==> config.mk <==
export PLATFORM = sky130hd
export DESIGN_NAME = sap_program_loader
export DESIGN_NICKNAME = d
export VERILOG_FILES = /design/src/rtl/sap_pkg.sv /design/src/rtl/sap_run_monitor.sv /design/src/rtl/sap_program_loader.sv
export SDC_FILE = /design/constraint.sdc
export NUM_CORES = 1
export LEC_CHECK = 0
export BUFFER_PORTS_ARGS = -buffer_cell sky130_fd_sc_hd__buf_2
export CAP_MARGIN = 20
export CORE_MARGIN = 2
export CORE_UTILIZATION = 25
export DETAILED_ROUTE_END_ITERATION = 16
export PLACE_DENSITY_LB_ADDON = 0.08
export SYNTH_ARGS = -nofsm -noshare
export SYNTH_HDL_FRONTEND = slang
export SYNTH_SLANG_ARGS = --single-unit
==> constraint.sdc <==
create_clock -name sap_clock -period 3.2 [get_ports sap_clock]
set_input_delay 0.16 -clock sap_clock [delete_from_list [all_inputs] [get_ports sap_clock]]
set_output_delay 0.16 -clock sap_clock [all_outputs]
set_load 0.02 [all_outputs]
==> src/rtl/sap_pkg.sv <==
// Shared types and constants for the SAP-1 program loader.
package sap_pkg;

  localparam int SAP_ADDR_W     = 4;
  localparam int SAP_DATA_W     = 8;
  localparam int SAP_MEM_DEPTH  = 16;
  localparam int SAP_MAX_CYCLES = 48;

  typedef enum logic [2:0] {
    IDLE,
    LEN,
    LOAD,
    CSUM,
    FILL,
    RUN,
    DONE,
    ERROR
  } loader_state_t;

endpackage

==> src/rtl/sap_run_monitor.sv <==
// Counts RUN cycles, arbitrates halt against the cycle budget and keeps the
// sticky run_done / timeout flags. Halt beats the budget in the same cycle.
module sap_run_monitor #(
  parameter int CNT_W      = 8,
  parameter int MAX_CYCLES = 48
) (
  input  logic             clk,
  input  logic             rst,
  input  logic             clear,
  input  logic             en,
  input  logic             halt,
  output logic             run_exit,
  output logic [CNT_W-1:0] cycle_count,
  output logic             run_done,
  output logic             timeout
);

  logic [CNT_W-1:0] cycle_count_q, cycle_count_d;
  logic             run_done_q, run_done_d;
  logic             timeout_q, timeout_d;
  logic [CNT_W-1:0] cnt_inc;
  logic             limit_hit;

  assign cnt_inc   = cycle_count_q + 1'b1;
  assign limit_hit = (cnt_inc == CNT_W'(MAX_CYCLES));
  assign run_exit  = en & (halt | limit_hit);

  // Next-state for counter and sticky flags.
  always_comb begin
    cycle_count_d = cycle_count_q;
    run_done_d    = run_done_q;
    timeout_d     = timeout_q;
    if (clear) begin
      cycle_count_d = '0;
      run_done_d    = 1'b0;
      timeout_d     = 1'b0;
    end else if (en) begin
      cycle_count_d = cnt_inc;
      if (halt) begin
        run_done_d = 1'b1;
      end else if (limit_hit) begin
        timeout_d = 1'b1;
      end
    end
  end

  // Counter and flag registers.
  always_ff @(posedge clk) begin
    if (rst) begin
      cycle_count_q <= '0;
      run_done_q    <= 1'b0;
      timeout_q     <= 1'b0;
    end else begin
      cycle_count_q <= cycle_count_d;
      run_done_q    <= run_done_d;
      timeout_q     <= timeout_d;
    end
  end

  assign cycle_count = cycle_count_q;
  assign run_done    = run_done_q;
  assign timeout     = timeout_q;

endmodule

==> src/rtl/sap_program_loader.sv <==
// Loads a length/data/checksum byte stream into the SAP-1 RAM, zero-fills
// the unused tail, then releases the CPU and supervises its run.
module sap_program_loader
  import sap_pkg::*;
#(
  parameter int ADDR_W     = SAP_ADDR_W,
  parameter int DATA_W     = SAP_DATA_W,
  parameter int MEM_DEPTH  = SAP_MEM_DEPTH,
  parameter int MAX_CYCLES = SAP_MAX_CYCLES,
  parameter int CNT_W      = 8
) (
  input  logic              sap_clock,
  input  logic              sap_reset,
  input  logic              start,
  input  logic              in_valid,
  input  logic [DATA_W-1:0] in_data,
  output logic              in_ready,
  output logic              ram_we,
  output logic [ADDR_W-1:0] ram_addr,
  output logic [DATA_W-1:0] ram_wdata,
  output logic              cpu_reset,
  input  logic              halt,
  output logic              busy,
  output logic              run_done,
  output logic              timeout,
  output logic              len_err,
  output logic              csum_err,
  output logic [CNT_W-1:0]  cycle_count
);

  localparam logic [ADDR_W:0]   DEPTH_L   = (ADDR_W+1)'(MEM_DEPTH);
  localparam logic [ADDR_W-1:0] LAST_ADDR = ADDR_W'(MEM_DEPTH - 1);

  // A length byte is legal when it names 1..MEM_DEPTH words.
  function automatic logic len_legal(input logic [ADDR_W:0] l);
    return (l != '0) && (l <= DEPTH_L);
  endfunction

  loader_state_t     state_q, state_d;
  logic [ADDR_W:0]   len_q, len_d;
  logic [ADDR_W-1:0] addr_q, addr_d;
  logic [DATA_W-1:0] sum_q, sum_d;
  logic              in_ready_q, in_ready_d;
  logic              ram_we_q, ram_we_d;
  logic [ADDR_W-1:0] ram_addr_q, ram_addr_d;
  logic [DATA_W-1:0] ram_wdata_q, ram_wdata_d;
  logic              cpu_reset_q, cpu_reset_d;
  logic              busy_q, busy_d;
  logic              len_err_q, len_err_d;
  logic              csum_err_q, csum_err_d;

  logic              beat;
  logic              start_acc;
  logic              last_beat;
  logic [DATA_W-1:0] csum_sum;
  logic              run_en;
  logic              run_exit;

  assign beat      = in_valid & in_ready_q;
  assign start_acc = start & ((state_q == IDLE) | (state_q == DONE) | (state_q == ERROR));
  assign last_beat = (((ADDR_W+1)'(addr_q)) + 1'b1) == len_q;
  assign csum_sum  = sum_q + in_data;
  assign run_en    = (state_q == RUN);

  sap_run_monitor #(
    .CNT_W      (CNT_W),
    .MAX_CYCLES (MAX_CYCLES)
  ) u_run_monitor (
    .clk         (sap_clock),
    .rst         (sap_reset),
    .clear       (start_acc),
    .en          (run_en),
    .halt        (halt),
    .run_exit    (run_exit),
    .cycle_count (cycle_count),
    .run_done    (run_done),
    .timeout     (timeout)
  );

  // Loader FSM: next state, datapath updates and registered-output values.
  always_comb begin
    state_d     = state_q;
    len_d       = len_q;
    addr_d      = addr_q;
    sum_d       = sum_q;
    ram_we_d    = 1'b0;
    ram_addr_d  = ram_addr_q;
    ram_wdata_d = ram_wdata_q;
    len_err_d   = len_err_q;
    csum_err_d  = csum_err_q;

    case (state_q)
      IDLE, DONE, ERROR: begin
        if (start) begin
          state_d    = LEN;
          len_err_d  = 1'b0;
          csum_err_d = 1'b0;
        end
      end
      LEN: begin
        if (beat) begin
          if (!len_legal(in_data[ADDR_W:0])) begin
            state_d   = ERROR;
            len_err_d = 1'b1;
          end else begin
            len_d   = in_data[ADDR_W:0];
            addr_d  = '0;
            sum_d   = '0;
            state_d = LOAD;
          end
        end
      end
      LOAD: begin
        if (beat) begin
          ram_we_d    = 1'b1;
          ram_addr_d  = addr_q;
          ram_wdata_d = in_data;
          sum_d       = sum_q + in_data;
          addr_d      = addr_q + 1'b1;
          if (last_beat) begin
            state_d = CSUM;
          end
        end
      end
      CSUM: begin
        if (beat) begin
          if (csum_sum == '0) begin
            if (len_q == DEPTH_L) begin
              state_d = RUN;
            end else begin
              // First fill write is issued on entry so ram_we is high
              // exactly on the FILL cycles.
              state_d     = FILL;
              ram_we_d    = 1'b1;
              ram_addr_d  = len_q[ADDR_W-1:0];
              ram_wdata_d = '0;
            end
          end else begin
            state_d    = ERROR;
            csum_err_d = 1'b1;
          end
        end
      end
      FILL: begin
        if (ram_addr_q == LAST_ADDR) begin
          state_d = RUN;
        end else begin
          ram_we_d    = 1'b1;
          ram_addr_d  = ram_addr_q + 1'b1;
          ram_wdata_d = '0;
        end
      end
      RUN: begin
        if (run_exit) begin
          state_d = DONE;
        end
      end
      default: state_d = IDLE;
    endcase

    in_ready_d  = (state_d == LEN) | (state_d == LOAD) | (state_d == CSUM);
    busy_d      = !((state_d == IDLE) | (state_d == DONE) | (state_d == ERROR));
    cpu_reset_d = (state_d != RUN);
  end

  // Control state and registered outputs.
  always_ff @(posedge sap_clock) begin
    if (sap_reset) begin
      state_q     <= IDLE;
      in_ready_q  <= 1'b0;
      ram_we_q    <= 1'b0;
      ram_addr_q  <= '0;
      ram_wdata_q <= '0;
      cpu_reset_q <= 1'b1;
      busy_q      <= 1'b0;
      len_err_q   <= 1'b0;
      csum_err_q  <= 1'b0;
    end else begin
      state_q     <= state_d;
      in_ready_q  <= in_ready_d;
      ram_we_q    <= ram_we_d;
      ram_addr_q  <= ram_addr_d;
      ram_wdata_q <= ram_wdata_d;
      cpu_reset_q <= cpu_reset_d;
      busy_q      <= busy_d;
      len_err_q   <= len_err_d;
      csum_err_q  <= csum_err_d;
    end
  end

  // Image length, write pointer and running sum; always rewritten before use.
  always_ff @(posedge sap_clock) begin
    len_q  <= len_d;
    addr_q <= addr_d;
    sum_q  <= sum_d;
  end

  assign in_ready  = in_ready_q;
  assign ram_we    = ram_we_q;
  assign ram_addr  = ram_addr_q;
  assign ram_wdata = ram_wdata_q;
  assign cpu_reset = cpu_reset_q;
  assign busy      = busy_q;
  assign len_err   = len_err_q;
  assign csum_err  = csum_err_q;

endmodule

Yosys cells after proc, flatten, opt, wreduce, memory -nomap -nowiden
Cells that the tools add are included.
W data, S select, Z words.

word-level totals
  bits in registers = 48
  word-level logic and storage cells = 122
  output and inout port bits = 28

cells by class
  equality and inequality tests = 27
  order comparisons = 1
  add/sub/neg operators = 5
  reduce and logical (&&, ||, !) cells = 19
  bitwise logic cells = 11
  multiplexer cells = 44

operator list
  cell                   count
  $mux W8                8
  $mux W4                8
  $mux W3                9
  $pmux W8 S3            1
  $ne A2 B2 Y1 const B   10
  $eq A3 B3 Y1 const B   6
  $pmux W3 S6            1
  $pmux W8 S2            1
  $eq A3 B2 Y1 const B   4
  $pmux W4 S3            1
  $reduce_and A4 Y1      3
  $mux W1                11
  $add A4 B1 Y4 const B  2
  $add A8 B1 Y8 const B  1
  $add A8 B8 Y8          1
  $eq A8 B6 Y1 const B   1
  $logic_not A8 Y1       1
  $pmux W4 S2            1
  $or A1 B1 Y1           7
  $eq A3 B1 Y1 const B   2
  $logic_not A3 Y1       2
  $reduce_and A3 Y1      2
  $reduce_and A6 Y1      1
  $reduce_bool A2 Y1     3
  other kinds (17)       20

Logic depth before layout (Yosys ltp)
Gate-level depths: netlist (run 1).

  word-level depth = 10
  depth in mapped cells = 11
  depth with buffers taken out = 10

By module
From an unflattened synthesis (run 1), not the netlist that was laid out.

second synthesis, totals
  cell total of the unflattened synthesis = 308
  area, all modules = 2,800.2 um^2

by module, submodules not included
  module              instances  cells each  area an instance (um^2)
  sap_program_loader  1          257         2,329.7
  sap_run_monitor     1          51          470.5

Worst setup path after synthesis (run 1)
No wires, ideal clock.

  kind = register to register
  start = register sum_q[0]
  end = register cpu_reset_q, in the netlist cpu_reset
  path slack = 654 ps
  buffers on the path = 0
  cell stages (with the launch flop) = 11
  library setup time = 134 ps
  arrival time = 2,412 ps
  path through = edfxtp_1 -> ha_1 -> inv_1 -> fa_1 -> nor2b_1 -> o22ai_1 -> xor2_1 -> o211ai_2 -> o311ai_1 -> and2b_1 -> or4b_1

on the way
  longest elaborated chain between the ends = 6

RTL lines
  what                    RTL line                   source
  from (decl)             sap_program_loader.sv:42   logic [DATA_W-1:0] sum_q, sum_d;
  from (signal assigned)  sap_program_loader.sv:195  sum_q <= sum_d;
  $add A8 B8 Y8           sap_program_loader.sv:62   assign csum_sum = sum_q + in_data;
  $logic_not A8 Y1        sap_program_loader.sv:127  if (csum_sum == '0) begin
  $mux W3                 sap_program_loader.sv:127
  $mux W3                 sap_program_loader.sv:126  if (beat) begin
  $pmux W3 S6             sap_program_loader.sv:92   case (state_q)
  $ne A3 B3 Y1            sap_program_loader.sv:163  cpu_reset_d = (state_d != RUN);
  to (signal assigned)    sap_program_loader.sv:184  cpu_reset_q <= cpu_reset_d;
  to (decl)               sap_program_loader.sv:47   logic cpu_reset_q, cpu_reset_d;

Every way passes these cells.
A chain may end at the register's enable or synchronous reset.

Worst setup path after layout (run 1)
Ends and elaborated chain as after synthesis.

==> out/qor.txt, run 1 <==
======================================================================================
Result of the run                                                            completed
DRC violation count after routing                                                    0
Clock buffer count from CTS                                                          5
Mux contribution to synthesized area                                             1.44%
Vias per cell                                                                     4.99
Number of clock sinks                                                               48
Clock latency on the worst-skew pair                                            300 ps
Sw Ratio                                                                         39.4%
Layout cell share with drive strength beyond 1                                   18.3%
Req. time, crit path                                                           3380 ps
Post-synthesis share of cell area spent on and, or, nand and nor gates           22.9%
Iter 0 DRT Violations                                                              110
Maximum vdd ir drop                                                           0.186 mV
Avg Cell Area, Syn                                                            8.99 um2
Xor-xnor portion of the synthesized cell area                                    5.97%
Detail Placement HPWL                                                          5840 um
Worst min-delay path startpoint                                             in_data[0]
Detailed Route WL                                                              7860 um
Endpoint with the worst hold slack                                            len_q[0]
Combinational group share of total power                                         38.8%
I/O pin count                                                                       41
Path category of the worst min-delay check                                primary input to flip-flop
Antenna violations before repair                                                     0
Max_slew headroom                                                                65.6%
Transition time at the pin with the least slew margin                           515 ps
Number of rows in the core area                                                     38
Gr usage total                                                                   13.7%
Maximum operating frequency                                                    348 MHz
Critical path endpoint category                                              flip-flop
CP max FO                                                                            4
Crit path time final                                                           2880 ps
Post-DRT Antenna Nets                                                                0
Layout net count                                                                   380
Clock slew at the register clock pins of the worst setup and hold paths         100 ps
Area overhead of the layout relative to synthesis                                17.9%
Starting Density                                                                 25.7%
Arrival time of data at the critical path endpoint                             3050 ps
Number of distinct standard cells referenced by the synthesized netlist             63
Reg2Reg Setup Slack                                                             320 ps
Port bufs                                                                           40
Core area                                                                   0.0108 mm2
Number of synthesized register bits                                                 48
Cells resized by post-CTS repair                                                     0
Maximum Capacitance Violations                                                       0
Layout fillers                                                                    1175
Root buffer cell                                                              clkbuf_8
Pins Over Slew Limit                                                                 0
Vias in the first global route                                                    2353
Die outline area                                                            0.0120 mm2
Power density over cell area                                                595 mW/mm2
Internal power summed over all cells                                           1.18 mW
Clock tree from TritonCTS                                                        built
Hold Vio Cnt, Final                                                                  0
Unrepaired setup endpoints after global routing                                  false
Post-route worst hold slack                                                     104 ps
Number of setup violations in the final report                                       0
Leak                                                                           1.26 nW
Wire length per cell                                                           15.9 um
FF-to-FF Start                                                                sum_q[0]
Net load switching power                                                        769 uW
Fraction of power consumed by sequential logic                                   39.4%
Max Buffers Root-to-Sink                                                             2
Overall via count from detail_route                                               2471
Gpl congestion                                                                   0.846
ANT cells                                                                            0
End of the worst register-to-register path                                   cpu_reset
Post-Syn Nets                                                                      336
Final Skew                                                                     9.80 ps
Width of the die                                                                110 um
Most used DFF post-synth                                                       dfxtp_1
Hold Path Depth                                                                      1
EDFF count, synth                                                                   17
Sequential cell area                                                       0.00113 mm2
Combinational family with the most area after synthesis                   simple AND/OR/NAND/NOR gates
Pin count of the biggest net entering global routing                                22
Number of H-tree branching levels                                                    2
Final-layout setup total negative slack                                           0 ps
Clock share of power                                                             21.8%
Count of cells along the worst register-to-register path                            10
Fraction of the mapped netlist area in compound gates                            19.9%
Overall die height                                                              110 um
Number of setup buffers added after CTS                                              0
Yosys warnings                                                                       0
Hold buffer count at cts                                                             0
Area taken by multi-input logic gates                                      0.00157 mm2
Synth async-reset ratio                                                             0%
Combined area of all synthesized cells                                     0.00279 mm2
Count of mapped cells out of synthesis                                             310
Wire length of the first global-routing pass                                  12600 um
Worst setup path category                                                 flip-flop to flip-flop
Fin crit share                                                                   89.9%
Grt total ovfl                                                                       0
Launching element type of the critical path                                  flip-flop
Portion of the post-synthesis area used by sequential elements                   40.6%
DRT Pass-1 Iters                                                                     6
Adder-cell share of the synthesized area                                         6.11%
======================================================================================
cells by family after synthesis:
family,count (synthesis)
muxes,4
xor gates and xnor gates,19
DFF,48
adders and majority gates,13
and+or+nand+nor,126
AOI/OAI and AO/OA,78
buffers and inverters,22
synthesized netlist by cell type (3+ instances only):
library cell | number | area share [%]
nand2b_1 | 14 | 3.1
edfxtp_1 | 17 | 18
nor2_1 | 39 | 5.3
nor3_1 | 5 | 0.90
nand2_1 | 20 | 2.7
inv_1 | 10 | 1.3
o21ai_0 | 10 | 1.8
o31ai_1 | 4 | 1.1
a21oi_1 | 16 | 2.9
buf_2 | 3 | 0.54
clkbuf_1 | 7 | 0.94
a211oi_1 | 4 | 1.1
dfxtp_1 | 31 | 22
xor2_1 | 9 | 2.8
nand3_1 | 19 | 3.4
a31oi_1 | 7 | 1.6
o22ai_1 | 4 | 0.90
and3_1 | 5 | 1.1
mux2i_1 | 4 | 1.4
nor2b_1 | 3 | 0.67
o21bai_1 | 3 | 0.81
xnor2_1 | 10 | 3.1
nor4_1 | 3 | 0.67
ha_1 | 12 | 5.4
a22oi_1 | 5 | 1.3
cell usage in the layout (no fill, tap or decap), types with 3 or more instances in the layout:
master    count
mux2i_1       4
nand2b_1     14
nor3_1        5
nand2_1      20
inv_1        10
o22ai_1       4
and3_1        5
nor2b_1       3
buf_4         8
nor4_1        3
edfxtp_1     17
nor2_1       39
nand3_1      19
a22oi_1       5
buf_2        40
dfxtp_1      31
clkbuf_8      5
ha_1         12
a211oi_1      4
xor2_1        9
xnor2_1      10
a31oi_1       7
o31ai_1       3
o21ai_0      10
o21bai_1      3
a21oi_1      16
worst max path at each step:
| stage | slack [ps] | depth (start not counted) | end | from |
|---|---|---|---|---|
| 2_1_floorplan | 650 | 10 | cpu_reset | sum_q[0] |
| 3_3_place_gp | 420 | 11 | cpu_reset | in_data[0] |
| 3_5_place_dp | 330 | 11 | cpu_reset | in_data[0] |
| 4_1_cts | 310 | 10 | cpu_reset | sum_q[0] |
| 5_1_grt | 20 | 10 | cpu_reset | sum_q[0] |
| 6_report | 320 | 10 | cpu_reset | sum_q[0] |
layout make-up:
cell class / instances / share of cell area, %
repair buffers: 48 / 7.92
well taps: 140 / 5.33
clock inverters: 1 / 0.152
inverters: 11 / 1.26
multi-input cells: 240 / 47.9
flip-flops and latches: 48 / 34.4
clock buffers: 7 / 2.97
per-layer routing:
layer  wire, um  global-route usage (%)
met1       3850                    19.1
met2       3550                    22.0
met3        361                    2.55
met4         95                    3.07
met5          0                       0
power by group through the flow:
stage	Clock, mW	Sequential, mW	Combinational, mW
after floorplan	0	0.819	0.479
after global placement	0	0.785	0.765
after detailed placement	0	0.783	0.759
after CTS	0.442	0.770	0.762
after global routing	0.464	0.782	0.842
final	0.426	0.770	0.757
critical path: stages (launching register included):
cell and delay, ps:
edfxtp_1 340, ha_1 170, inv_1 60, fa_1 390, nor2b_1 210, o21ai_0 150
a211oi_2 220, nand2_1 190, o311ai_1 330, and2b_1 240, or4b_1 460
per-stage QoR:
step / util (%) / instance area, um2 / power (mW) / worst slack (ps) / std cells
2_1_floorplan: - / 2790 / 1.30 / 654 / 310
3_3_place_gp: 29.4 / 3180 / 1.55 / 417 / 487
3_5_place_dp: 29.4 / 3180 / 1.54 / 329 / 487
4_1_cts: 30.3 / 3280 / 1.97 / 309 / 495
5_1_grt: 30.3 / 3280 / 2.09 / 17.4 / 495
6_report: 30.3 / 3280 / 1.95 / 324 / 495
registers in the layout, indices dropped and copies added (netlist names), 3 cells and up:
signal and flops:
addr_q 4, len_q 5, ram_addr 4, ram_wdata 8, state_q 3, sum_q 8, u_run_monitor.cycle_count 8
Note: power is estimated with default switching activity, not from simulation.
==> inputs of run 2 (changes only) <==
--- a/config.mk
+++ b/config.mk
@@ -7,10 +7,11 @@
 export LEC_CHECK = 0
 export BUFFER_PORTS_ARGS = -buffer_cell sky130_fd_sc_hd__buf_2
 export CAP_MARGIN = 20
-export CORE_MARGIN = 2
+export CORE_MARGIN = 3
 export CORE_UTILIZATION = 25
 export DETAILED_ROUTE_END_ITERATION = 16
 export PLACE_DENSITY_LB_ADDON = 0.08
+export REMOVE_ABC_BUFFERS = 1
 export SYNTH_ARGS = -nofsm -noshare
 export SYNTH_HDL_FRONTEND = slang
 export SYNTH_SLANG_ARGS = --single-unit
==> run 2 against run 1 <==
  * Hold slack worse by 26 ps
  * Cell area up 0.69%
  * Core utilization up 0.90 points
  * Sequential cell count unchanged
  * Non-clock buffer count down 1
  * Largest power group unchanged
  * First-iteration DRC count down 35%
  * Total power up 4.9%
  * Critical path depth unchanged
  * Setup slack worse by 23 ps
==> out/qor.txt, run 2 (synthesis results as in run 1) <==
======================================================================================
Result of the run                                                            completed
Fraction of power consumed by sequential logic                                   38.0%
Wire length of the first global-routing pass                                  12200 um
Req. time, crit path                                                           3400 ps
Clock buffer count from CTS                                                          5
Pin count of the biggest net entering global routing                                23
Path category of the worst min-delay check                                primary input to flip-flop
Leak                                                                           1.27 nW
Grt total ovfl                                                                       0
Cell type of the slowest stage on the worst timing path                         or4b_1
Layout net count                                                                   379
Combinational group share of total power                                         35.5%
Iter 0 DRT Violations                                                               72
Cell area after layout                                                     0.00331 mm2
Width of the die                                                                112 um
DRT Pass-1 Iters                                                                     4
Gr usage total                                                                   11.9%
Power density over cell area                                                620 mW/mm2
Clock tree from TritonCTS                                                        built
Pins Over Slew Limit                                                                 0
Vias in the first global route                                                    2343
Gpl congestion                                                                   0.870
Placement Cell Area                                                        0.00317 mm2
Number of setup violations in the final report                                       0
Cells resized by post-CTS repair                                                     0
Starting Density                                                                 26.3%
Clock share of power                                                             26.6%
Maximum operating frequency                                                    345 MHz
Port bufs                                                                           40
Overall die height                                                              112 um
Layout cell share with drive strength beyond 1                                   18.4%
Post-layout util                                                                 31.2%
ANT cells                                                                            0
Cells along the critical path                                             ha_1, inv_1, fa_1, nor2b_1, o21ai_0, a211oi_2, nand2_1, o311ai_1, and2b_1, or4b_1
Max_slew headroom                                                                46.2%
Maximum vdd ir drop                                                           0.247 mV
Overall via count from detail_route                                               2419
Maximum Capacitance Violations                                                       0
Number of H-tree branching levels                                                    2
Net load switching power                                                        758 uW
DRC violation count after routing                                                    0
Sw Ratio                                                                         37.0%
CP max FO                                                                            4
Final Skew                                                                     17.5 ps
Fin crit share                                                                   90.6%
Wire length per cell                                                           15.3 um
Arrival time of data at the critical path endpoint                             3100 ps
Launching element type of the critical path                                  flip-flop
Clock slew at the register clock pins of the worst setup and hold paths         110 ps
Worst setup path category                                                 flip-flop to flip-flop
Detail Placement HPWL                                                          5690 um
Unrepaired setup endpoints after global routing                                  false
Crit path time final                                                           2900 ps
I/O pin count                                                                       41
Core area                                                                   0.0106 mm2
Area overhead of the layout relative to synthesis                                18.7%
WP buf/inv                                                                           1
Vias per cell                                                                     4.94
Antenna violations before repair                                                     0
Root buffer cell                                                              clkbuf_8
Transition time at the pin with the least slew margin                           807 ps
Number of setup buffers added after CTS                                              0
CP delay by family, top                                                   simple AND/OR/NAND/NOR gates
Die outline area                                                            0.0124 mm2
Clock latency on the worst-skew pair                                            310 ps
Internal power summed over all cells                                           1.29 mW
Highest-count cells in the layout ignoring fill and taps                  buf_2, nor2_1, dfxtp_1
Detailed Route WL                                                              7480 um
Critical path endpoint category                                              flip-flop
Number of clock sinks                                                               48
Number of rows in the core area                                                     37
Hold buffer count at cts                                                             0
Max Buffers Root-to-Sink                                                             2
Most frequent standard cell in the layout excluding fill and tap cells           buf_2
Hold Vio Cnt, Final                                                                  0
Post-DRT Antenna Nets                                                                0
Worst path max stage delay                                                      440 ps
======================================================================================
## run 2: through the flow
stage | cells | power [mW] | TNS (ps) | setup WS (ps) | hold WS (ps)
floorplan | 299 | 1.28 | -104 | -34.6 | 229
global placement | 482 | 1.55 | 0 | 323 | 392
detailed placement | 482 | 1.53 | 0 | 306 | 400
CTS | 490 | 2.08 | 0 | 282 | 66.8
global route | 490 | 2.19 | 0 | 33.0 | 74.1
finish | 490 | 2.05 | 0 | 301 | 78.5
## run 2: path summary, 6_finish.rpt
kind,start,to,slack (ps),depth (start not counted)
max,sum_q[0],cpu_reset,300,10
min,in_data[0],len_q[0],80,1
max reg2reg,sum_q[0],cpu_reset,300,10
min reg2reg,u_run_monitor.timeout,u_run_monitor.timeout,450,2
## run 2: power by group through the flow
stage | clock, mW | sequential (mW) | combinational, mW
6_report | 0.545 | 0.778 | 0.727
5_1_grt | 0.586 | 0.793 | 0.809
4_1_cts | 0.559 | 0.778 | 0.738
3_5_place_dp | 0 | 0.792 | 0.735
3_3_place_gp | 0 | 0.792 | 0.753
2_1_floorplan | 0 | 0.847 | 0.432
## run 2: area by class of cell
type                            instances  area [um2]
Timing Repair Buffer                   47         253
Sequential cell                        48        1130
Clock buffer                            5        68.8
Multi-Input combinational cell        240        1570
Tap cell                              136         170
Clock inverter                          3        68.8
Inverter                               11        41.3
Fill cell                            1123        7290
## run 2: worst reg2reg max path, stage by stage (launching register included)
cell      delay (ps)
edfxtp_1         340
ha_1             160
inv_1             50
fa_1             400
nor2b_1          200
o21ai_0          140
a211oi_2         230
nand2_1          190
o311ai_1         410
and2b_1          240
or4b_1           440
## run 2: routing by layer
layer	GRT usage, %	part of all wire, %
met5	0	0
met2	19.5	45
met4	2.76	1.0
met3	2.83	3.8
met1	15.9	50
